`src/rtl/ps2_defs.sv`:
```
// Shared PS/2 definitions: receiver FSM encoding, frame geometry and the break code
// that the downstream scan-code FIFO also recognises.
package ps2_defs;

    typedef enum logic [1:0] {
        IDLE = 2'b00,
        DPS  = 2'b01,
        LOAD = 2'b10
    } rx_state_t;

    localparam int         PS2_FRAME_BITS = 11;
    localparam logic [7:0] PS2_BRK        = 8'hF0;

    // Odd parity holds when data plus parity bit contain an odd number of ones.
    function automatic logic odd_parity_ok(input logic [8:0] data_par);
        return ^data_par;
    endfunction

endpackage

```
`src/rtl/ps2_clk_filter.sv`:
```
// PS/2 line conditioning: 2-flop data synchroniser, FILTER_LEN-sample clock debounce
// and a registered one-cycle pulse on each falling edge of the filtered clock.
module ps2_clk_filter #(
    parameter int FILTER_LEN = 8
) (
    input  logic clk,
    input  logic reset,
    input  logic ps2c,
    input  logic ps2d,
    output logic ps2d_sync,
    output logic fall_edge
);

    logic [FILTER_LEN-1:0] filter_reg;
    logic                  filt_clk;
    logic [1:0]            d_sync;

    // The filtered level only moves once the whole window agrees; mixed windows hold it.
    always_ff @(posedge clk or negedge reset) begin
        if (!reset) begin
            filter_reg <= '1;
            filt_clk   <= 1'b1;
            fall_edge  <= 1'b0;
            d_sync     <= 2'b11;
        end else begin
            filter_reg <= {ps2c, filter_reg[FILTER_LEN-1:1]};
            d_sync     <= {d_sync[0], ps2d};
            fall_edge  <= 1'b0;
            if (&filter_reg) begin
                filt_clk <= 1'b1;
            end else if (~|filter_reg) begin
                filt_clk  <= 1'b0;
                fall_edge <= filt_clk;
            end
        end
    end

    assign ps2d_sync = d_sync[1];

endmodule

```
`src/rtl/ps2_rx_frame.sv`:
```
// PS/2 device-to-host frame receiver: deserialises start/8 data/odd parity/stop and
// strobes each good byte into the scan-code FIFO; bad frames raise an error pulse.
module ps2_rx_frame
    import ps2_defs::*;
#(
    parameter int FILTER_LEN     = 8,
    parameter int TIMEOUT_CYCLES = 20000,
    parameter int TW             = 15
) (
    input  logic       clk,
    input  logic       reset,
    input  logic       ps2c,
    input  logic       ps2d,
    input  logic       rx_en,
    output logic       rx_done_tick,
    output logic [7:0] dout,
    output logic       parity_err,
    output logic       frame_err,
    output logic       busy
);

    localparam logic [3:0]    BIT_CNT_LOAD = 4'(PS2_FRAME_BITS - 2);
    localparam logic [TW-1:0] TIMEOUT_LAST = TW'(TIMEOUT_CYCLES - 1);

    logic ps2d_sync;
    logic fall_edge;

    ps2_clk_filter #(
        .FILTER_LEN(FILTER_LEN)
    ) u_filter (
        .clk      (clk),
        .reset    (reset),
        .ps2c     (ps2c),
        .ps2d     (ps2d),
        .ps2d_sync(ps2d_sync),
        .fall_edge(fall_edge)
    );

    rx_state_t     state, state_next;
    logic [3:0]    bit_cnt, bit_cnt_next;
    logic [9:0]    shreg, shreg_next;
    logic [TW-1:0] tcnt, tcnt_next;
    logic [7:0]    dout_next;
    logic          done_next, perr_next, ferr_next;
    logic [9:0]    frame;

    always_ff @(posedge clk or negedge reset) begin
        if (!reset) begin
            state        <= IDLE;
            bit_cnt      <= '0;
            shreg        <= '0;
            tcnt         <= '0;
            dout         <= 8'h00;
            rx_done_tick <= 1'b0;
            parity_err   <= 1'b0;
            frame_err    <= 1'b0;
        end else begin
            state        <= state_next;
            bit_cnt      <= bit_cnt_next;
            shreg        <= shreg_next;
            tcnt         <= tcnt_next;
            dout         <= dout_next;
            rx_done_tick <= done_next;
            parity_err   <= perr_next;
            frame_err    <= ferr_next;
        end
    end

    // Frame as it stands once the bit arriving on this edge is shifted in (LSB first).
    assign frame = {ps2d_sync, shreg[9:1]};

    // The frame is judged on the stop-bit edge so that dout and the strobe both land
    // in the LOAD cycle, one clock after that edge's fall_edge pulse.
    always_comb begin
        state_next   = state;
        bit_cnt_next = bit_cnt;
        shreg_next   = shreg;
        tcnt_next    = tcnt;
        dout_next    = dout;
        done_next    = 1'b0;
        perr_next    = 1'b0;
        ferr_next    = 1'b0;
        case (state)
            IDLE: begin
                if (fall_edge && rx_en) begin
                    if (!ps2d_sync) begin
                        bit_cnt_next = BIT_CNT_LOAD;
                        tcnt_next    = '0;
                        state_next   = DPS;
                    end else begin
                        ferr_next = 1'b1;
                    end
                end
            end
            DPS: begin
                if (fall_edge) begin
                    shreg_next = frame;
                    tcnt_next  = '0;
                    if (bit_cnt == 4'd0) begin
                        state_next = LOAD;
                        if (!frame[9]) begin
                            ferr_next = 1'b1;
                        end else if (!odd_parity_ok(frame[8:0])) begin
                            perr_next = 1'b1;
                        end else begin
                            dout_next = frame[7:0];
                            done_next = 1'b1;
                        end
                    end else begin
                        bit_cnt_next = bit_cnt - 4'd1;
                    end
                end else if (tcnt == TIMEOUT_LAST) begin
                    ferr_next  = 1'b1;
                    state_next = IDLE;
                end else begin
                    tcnt_next = tcnt + 1'b1;
                end
            end
            LOAD: begin
                state_next = IDLE;
            end
            default: begin
                state_next = IDLE;
            end
        endcase
    end

    assign busy = (state != IDLE);

endmodule
```
`config.mk`:
```
export PLATFORM = sky130hd
export DESIGN_NAME = ps2_rx_frame
export DESIGN_NICKNAME = d
export VERILOG_FILES = /design/src/rtl/ps2_defs.sv /design/src/rtl/ps2_clk_filter.sv /design/src/rtl/ps2_rx_frame.sv
export SDC_FILE = /design/constraint.sdc
export NUM_CORES = 1
export LEC_CHECK = 0
export BUFFER_PORTS_ARGS = -buffer_cell sky130_fd_sc_hd__buf_2
export CORE_MARGIN = 5
export CORE_UTILIZATION = 40
export DETAILED_ROUTE_END_ITERATION = 6
export HOLD_SLACK_MARGIN = 0.03
export PLACE_DENSITY = 0.66
export SYNTH_ARGS = -nofsm -noshare
export SYNTH_HDL_FRONTEND = slang
export SYNTH_SLANG_ARGS = --single-unit
```
`constraint.sdc`:
```
create_clock -name clk -period 2.87 [get_ports clk]
set_clock_uncertainty 0.2 [all_clocks]
set_input_delay 0.574 -clock clk [delete_from_list [all_inputs] [get_ports clk]]
set_output_delay 0.574 -clock clk [all_outputs]
set_load 0.01 [all_outputs]
```
Word-level counts from Yosys, hierarchy flattened
Index checks and enable logic that the tools add are counted.
Widths: inputs -> output; s select.
{"block": "totals", "reg_bits": 54, "input_bits": 5, "wordCells": 74}
{"block": "classes", "n_addsub": 2, "eq_ne": 10, "mux": 37, "n_reduce_logical": 13}
{"op": "$mux 15", "count": 4}
{"op": "$pmux 15 s2", "count": 1}
{"op": "$mux 1", "count": 20}
{"op": "$mux 4", "count": 4}
{"op": "$add 15x1->15 const B", "count": 1}
{"op": "$eq 15x15->1 const B", "count": 1}
{"op": "$mux 2", "count": 5}
{"op": "$reduce_and 5->1", "count": 2}
{"op": "$reduce_xor 9->1", "count": 1}
{"op": "$pmux 4 s2", "count": 1}
{"op": "$reduce_and 4->1", "count": 2}
{"op": "$reduce_and 8->1", "count": 1}
{"op": "$reduce_or 8->1", "count": 1}
{"op": "$ne 2x2->1 const B", "count": 3}
{"op": "$ne 3x2->1 const B", "count": 2}
{"op": "$logic_not 4->1", "count": 1}
{"op": "$ne 2x1->1 const B", "count": 2}
{"op": "$pmux 2 s2", "count": 1}
{"op": "$reduce_bool 2->1", "count": 2}
{"op": "$sub 4x1->4 const B", "count": 1}
{"op": "$ne 3x3->1 const B", "count": 1}
{"op": "$eq 2x1->1 const B", "count": 1}
{"op": "$logic_not 2->1", "count": 1}
{"op": "$pmux 1 s2", "count": 1}
{"op": "2 further kinds", "count": 2}

Longest topological paths before layout
Gate-level depths: netlist of the first run.
{"block": "depth", "depth_word": 6, "mapped_depth": 7}

Modules after synthesis
From an unflattened synthesis of the first run, not the netlist that was laid out.
{"block": "unflattened", "cells_unflattened": 230, "hier_area_um2": 2523.7}
{"module": "ps2_rx_frame", "instances": 1, "cells_per_inst": 211, "area_each_um2": 2153.3, "seq_area_each_um2": 1026.0}
{"module": "ps2_clk_filter", "instances": 1, "cells_per_inst": 19, "area_each_um2": 370.4, "seq_area_each_um2": 314.1}

Least setup slack after synthesis of the first run
Ideal clock, no wire load.
{"block": "synth_timing", "path_kind": "reg2reg", "start": "reg bit_cnt[0]", "end": "reg dout[0]", "setup_ps": 125, "arrival_time_ps": 1889, "t_required_ps": 2545, "slack_ps": 657, "path_stages_with_launch": 8, "path_buffers": 0, "synth_period_minus_slack_ps": 2213, "cell_sequence": "dfrtp_1 > inv_1 > ha_1 > or3b_2 > nor2_1 > nand2_1 > nor2_2 > mux2_2"}
{"block": "synth_via", "elab_chain_len": 2}
{"item": "from (decl)", "line": "ps2_rx_frame.sv:40", "rtl": "logic [3:0] bit_cnt, bit_cnt_next;"}
{"item": "from (signal assigned)", "line": "ps2_rx_frame.sv:59", "rtl": "bit_cnt <= bit_cnt_next;"}
{"item": "$logic_not 4->1", "line": "ps2_rx_frame.sv:99", "rtl": "if (bit_cnt == 4'd0) begin"}
{"item": "$reduce_and 5->1 (no source line)"}
{"item": "to (signal assigned)", "line": "ps2_rx_frame.sv:62", "rtl": "dout <= dout_next;"}
{"item": "to (decl)", "line": "ps2_rx_frame.sv:16", "rtl": "output logic [7:0] dout,"}
No other way between the ends.
A chain may end at the register's enable or synchronous reset.

Final worst setup path of the first run
{"block": "layout_timing", "start": "reg bit_cnt[0]", "end": "reg dout[7]"}
Same word-level chain as after synthesis.

==> flow_summary.ini, run 1 <==
[synthesis]
synthSimpleGateAreaFrac = 0.168
synthArstFlopShare = 1.00
syn-cell-area_um2 = 2290
ys_seq_elements = 53
syn_inst = 186
synth_nets = 193
ys_warn_count = 0
synth_top_family_by_area = simple AND/OR/NAND/NOR gates
synth_mux_area_frac = 0.0884
syn_avg_cell_area_um2 = 12.3
synth_compound_area_frac = 0.0660
ys_seq_area_frac = 0.584
synth_edf_count = 0
synth_cell_type_count = 40
yosys.area_share.adder = 0.0109
synth_flop_cell = dfrtp_1
synth_xor_area_frac = 0.0709

[power_and_ir_drop]
p_leak_nw = 1.20
ir_drop_uv = 334
power_per_cell_area_nw_per_um2 = 566
power_mw = 1.45

[timing]
timing.hold.ws_ns = 0.156
min_period_over_period = 0.830
drv_slew = 0
relSlewSlack = 0.453
final.setup.tns_ns = 0
timing.final.ws_setup_ns = 0.487
rsz0062_at_grt = false
worst_pin_slew_ns = 0.816
hold_viol = 0
setup_viol = 0
min_period_ns = 2.38
max_freq_mhz = 420

[cts]
cts_root_buf = clkbuf_8
worstSkewPairLatency_ns = 0.31
hold_buffers = 0
cts_tree = built
cts-resized-gates = 0
cts_inserted_buffers = 5
post_cts_buffers = 0
clk_pin_slew_ns = 0.10
cts_buffer_depth = 2
clock-sinks = 53
htree_levels = 2

[critical_path]
cp_max_fo = 9
path_cells = inv_1 -> ha_1 -> or3b_2 -> nor2_1 -> nand2_1 -> nor2_2 -> mux2_2
crit_path_max_incr_delay_ns = 0.47
cp.required_ns = 2.88
slowest_stage = or3b_2
arrival_ns = 2.39
crit_path_start_kind = flop
crit_type = reg -> reg
cp-end-kind = flop

[global_route]
grt_pass1_vias = 1577
overflow = 0
grt_max_degree = 54
track_usage = 0.122
antenna_found_initial = 0
grt_first_pass_wirelength_um = 7170

[placement]
numPlacedInstances = 276
place_congestion = 0.764
hpwl_um = 2720
pre_cts_slack_ns = 0.448
placed_area_um2 = 2480
numPortBuffers = 16

[cells_and_area]
top_register = tcnt
final_cell_count_no_fill = 284
reg_top3 = tcnt (15), shreg (9)
final_core_util = 0.464
layout-drive-gt1-share = 0.325
finalNetCount = 218
n_antenna_cell = 0
layout-area-overhead-vs-synth_pct = 12.1
fin_area_um2 = 2570
largest_reg_flops = 15

[worst_hold_path]
hp-class = in -> reg

[status]
status = finished clean

[run]
maxCapViolCount = 0

[drt]
routed_wl_um = 3900
dr.pass1.iters = 4
drtAntennaViolNets = 0
vias_per_cell = 5.12
routedWlPerCell_um = 13.7
drcViolationCount = 0
vias = 1454
drt_iter0_drc = 70

[die]
core_area_um2 = 5540
row_count = 27
start_util = 0.414
die-width_um = 85.7
dieArea_um2 = 7350
pin_count = 17
die_y_um = 85.7
## report_power, final
group / internal, mW / leakage [nW] / switching, mW
logic: 0.0745 / 0.478 / 0.0840
registers: 0.811 / 0.673 / 0.0617
clock network: 0.175 / 0.0457 / 0.249
total: 1.06 / 1.20 / 0.394
## worst paths after layout
| path | from | to | slack (ns) | depth (start not counted) |
|---|---|---|---|---|
| max in group asynchronous | reset | u_filter.fall_edge$_DFF_PN0_ | 1.88 | 2 |
| min | ps2c | u_filter.filter_reg[7]$_DFF_PN1_ | 0.16 | 1 |
| max reg2reg | bit_cnt[0]$_DFFE_PN0P_ | dout[7]$_DFFE_PN0P_ | 0.49 | 7 |
| min in group asynchronous | reset | rx_done_tick$_DFF_PN0_ | 0.17 | 2 |
| max | bit_cnt[0]$_DFFE_PN0P_ | dout[7]$_DFFE_PN0P_ | 0.49 | 7 |
| min reg2reg | u_filter.d_sync[0]$_DFF_PN1_ | u_filter.d_sync[1]$_DFF_PN1_ | 0.17 | 0 |
## synthesized netlist by cell type (2+ instances only)
library cell,number,area [µm²]
a211oi_1,2,15.0
a21oi_1,5,25.0
and3_1,4,25.0
dfrtp_1,42,1050
dfstp_2,11,289
ha_1,2,25.0
inv_1,4,15.0
mux2_2,18,203
nand2_1,10,37.5
nand2b_1,2,12.5
nand3_1,6,30.0
nand3b_1,2,15.0
nand4_1,8,50.1
nor2_1,15,56.3
nor2b_1,2,12.5
nor3_1,3,15.0
nor4_1,3,18.8
o21ai_0,5,25.0
o21ai_1,2,10.0
or2_2,3,18.8
or3_2,3,22.5
or4b_1,2,20.0
xnor2_1,6,52.6
xor2_1,10,87.6
## cell families after synthesis
logic type | Yosys count
adders and majority gates | 2
and+or+nand+nor | 69
AOI/OAI and AO/OA | 21
xor gates and xnor gates | 17
muxes | 18
buffers and inverters | 6
DFF | 53
## routing by layer
layer	part of all wire	global-route usage	vias up	routed length, µm
met1	0.48	0.158	721	1890
met4	0.015	0.0547	0	60
met3	0.026	0.0269	5	100
met2	0.47	0.196	14	1850
li1	-	-	714	-
met5	0	0	-	0
## area by class of cell
cell class,instances,area (µm²)
Inverter,4,15.0
Sequential cell,53,1340
Multi-Input combinational cell,127,927
Fill cell,513,2970
Clock inverter,2,15.0
Clock buffer,6,72.6
Tap cell,72,90.1
Timing Repair Buffer,20,110
## cells in the final DEF, fill, tap and decap left out, drive strengths merged, types with 3 or more instances in the layout
cell type / count
dfrtp: 42
buf: 20
mux2: 18
nor2: 16
dfstp: 11
nand2: 10
xor2: 10
nand4: 8
o21ai: 8
nand3: 6
xnor2: 6
a21oi: 6
clkbuf: 6
inv: 5
and3: 4
or3: 4
or2: 3
nor3: 3
nor4: 3
## critical path, delay by kind of cell, from the launching register on
| family | cells | cell delay [ns] |
|---|---|---|
| and+or+nand+nor | 4 | 1.05 |
| muxes | 1 | 0.38 |
| adders and majority gates | 1 | 0.17 |
| buffers and inverters | 1 | 0.07 |
| DFF | 1 | 0.41 |
Note: power is estimated with default switching activity, not from simulation.
==> run 2, diff against run 1 <==
PLACE_DENSITY = 0.68   (was 0.66)
clock period = 2.17 ns   (was 2.87 ns; I/O delays follow)
==> flow_summary.ini, run 2 (synthesis gave the netlist of run 1 again) <==
[cts]
cts_root_buf = clkbuf_8
worstSkewPairLatency_ns = 0.31
cts_tree = built
clock-sinks = 53
cts_inserted_buffers = 5
clk_pin_slew_ns = 0.10
htree_levels = 2
cts_buffer_depth = 2

[critical_path]
crit_type = reg -> reg
arrival_ns = 2.26
cp_max_fo = 3
cp-end-kind = flop
cp.required_ns = 2.18
crit_path_start_kind = flop

[timing]
worst_pin_slew_ns = 0.548
rsz0062_at_grt = true
min_period_over_period = 1.04
drv_slew = 0
hold_viol = 0
relSlewSlack = 0.635
min_period_ns = 2.25
timing.final.ws_setup_ns = -0.0843
final.setup.tns_ns = -0.158
setup_viol = 4
timing.hold.ws_ns = 0.164
max_freq_mhz = 444

[status]
violations = negative setup slack
status = complete, but fails checks

[global_route]
grt_max_degree = 26
grt_pass1_vias = 1582
overflow = 0
grt_first_pass_wirelength_um = 7310
track_usage = 0.125
antenna_found_initial = 0

[drt]
dr.pass1.iters = 4
drt_iter0_drc = 50
vias = 1587
drcViolationCount = 0
routedWlPerCell_um = 13.9
drtAntennaViolNets = 0
vias_per_cell = 5.10
routed_wl_um = 4340

[power_and_ir_drop]
ir_drop_uv = 541
p_comb_frac = 0.153
switching_share = 0.269
power_per_cell_area_nw_per_um2 = 726
p_int_mw = 1.55
power_mw = 2.11
p_sw_uw = 567
seqPwrFrac = 0.542
p_leak_nw = 1.36
p_clk_frac = 0.305

[placement]
place_congestion = 0.873
placed_area_um2 = 2620
hpwl_um = 2910
numPortBuffers = 16

[cells_and_area]
reg_top3 = tcnt (15), shreg (9)
n_antenna_cell = 0
final_cell_mix = dfrtp_1 (42), buf_4 (25), buf_2 (16), nor2_1 (14), dfstp_2 (11)
largest_reg_flops = 15
fin_area_um2 = 2910
top_register = tcnt
finalNetCount = 245
final_common_cell = dfrtp_1
final_core_util = 0.525
layout-area-overhead-vs-synth_pct = 26.9
layout-drive-gt1-share = 0.427

[die]
die_y_um = 85.7
row_count = 27
die-width_um = 85.7
dieArea_um2 = 7350
pin_count = 17
start_util = 0.414
core_area_um2 = 5540

[worst_hold_path]
hp-class = reg -> reg

[run]
maxCapViolCount = 0
-- run 2: changes by cell type in the layout (fill, tap and decap cells not counted), moves of 2 or more --
cell | before | now
buf_4 | 4 | 25
dlygate4sd3_1 | 0 | 3
inv_6 | 0 | 2
mux2_2 | 18 | 10
mux2_4 | 0 | 8
nor2_4 | 0 | 3
o21ai_0 | 5 | 3
o21ai_2 | 0 | 3
-- run 2: layout make-up --
| class | instances | area (µm²) |
|---|---|---|
| clock inverters | 2 | 17.5 |
| repair buffers | 45 | 318 |
| clock buffers | 6 | 93.8 |
| inverters | 4 | 15.0 |
| flip-flops and latches | 53 | 1340 |
| multi-input cells | 129 | 1040 |
| fillers | 489 | 2630 |
| well taps | 72 | 90.1 |
-- run 2: path summary, 6_finish.rpt --
check | end | slack (ns) | from | cells past startpoint
min in group asynchronous | frame_err$_DFF_PN0_ | 0.36 | reset | 2
max in group asynchronous | u_filter.filter_reg[0]$_DFF_PN1_ | 0.80 | reset | 3
worst max register to register | tcnt[2]$_DFFE_PN0P_ | -0.08 | tcnt[13]$_DFFE_PN0P_ | 5
worst min register to register | u_filter.d_sync[1]$_DFF_PN1_ | 0.16 | u_filter.d_sync[0]$_DFF_PN1_ | 0
worst min-delay path | u_filter.d_sync[1]$_DFF_PN1_ | 0.16 | u_filter.d_sync[0]$_DFF_PN1_ | 0
worst max-delay path | tcnt[2]$_DFFE_PN0P_ | -0.08 | tcnt[13]$_DFFE_PN0P_ | 5
-- run 2: stage by stage --
| step | cells | setup WS, ns |
|---|---|---|
| 2_1_floorplan | 186 | -0.00777 |
| 3_3_place_gp | 292 | -0.0884 |
| 3_5_place_dp | 292 | -0.113 |
| 4_1_cts | 307 | -0.0598 |
| 5_1_grt | 311 | -0.189 |
| 6_report | 311 | -0.0843 |
-- run 2: power by group through the flow --
stage,logic [mW],registers [mW],clock network (mW)
6_report,0.324,1.15,0.644
5_1_grt,0.363,1.15,0.703
4_1_cts,0.289,1.14,0.669
3_5_place_dp,0.274,1.16,0
3_3_place_gp,0.270,1.15,0
2_1_floorplan,0.163,1.15,0
-- run 2: worst max-delay path: stages, from the launching register on --
cell      delay [ns]
dfrtp_1         0.39
or4b_4          0.54
or4_4           0.57
o211ai_1        0.26
or2_4           0.17
a21oi_2         0.04
-- run 2: timing repair --
action,in CTS,in global routing
buffers inserted,2,4
gates resized for setup,6,17
gates cloned,2,0
endpoints found under the setup margin,15,16
pin swaps,5,12
hold buffers,3,0
hold endpoints to repair,15,0
-- run 2: per-layer routing --
metal / part of all wire / up-vias / wire length [µm] / global-route usage
met4: 0.012 / 0 / 52 / 0.0403
li1: - / 774 / - / -
met3: 0.039 / 5 / 169 / 0.0307
met5: 0 / - / 0 / 0
met2: 0.50 / 26 / 2170 / 0.203
met1: 0.45 / 782 / 1940 / 0.164
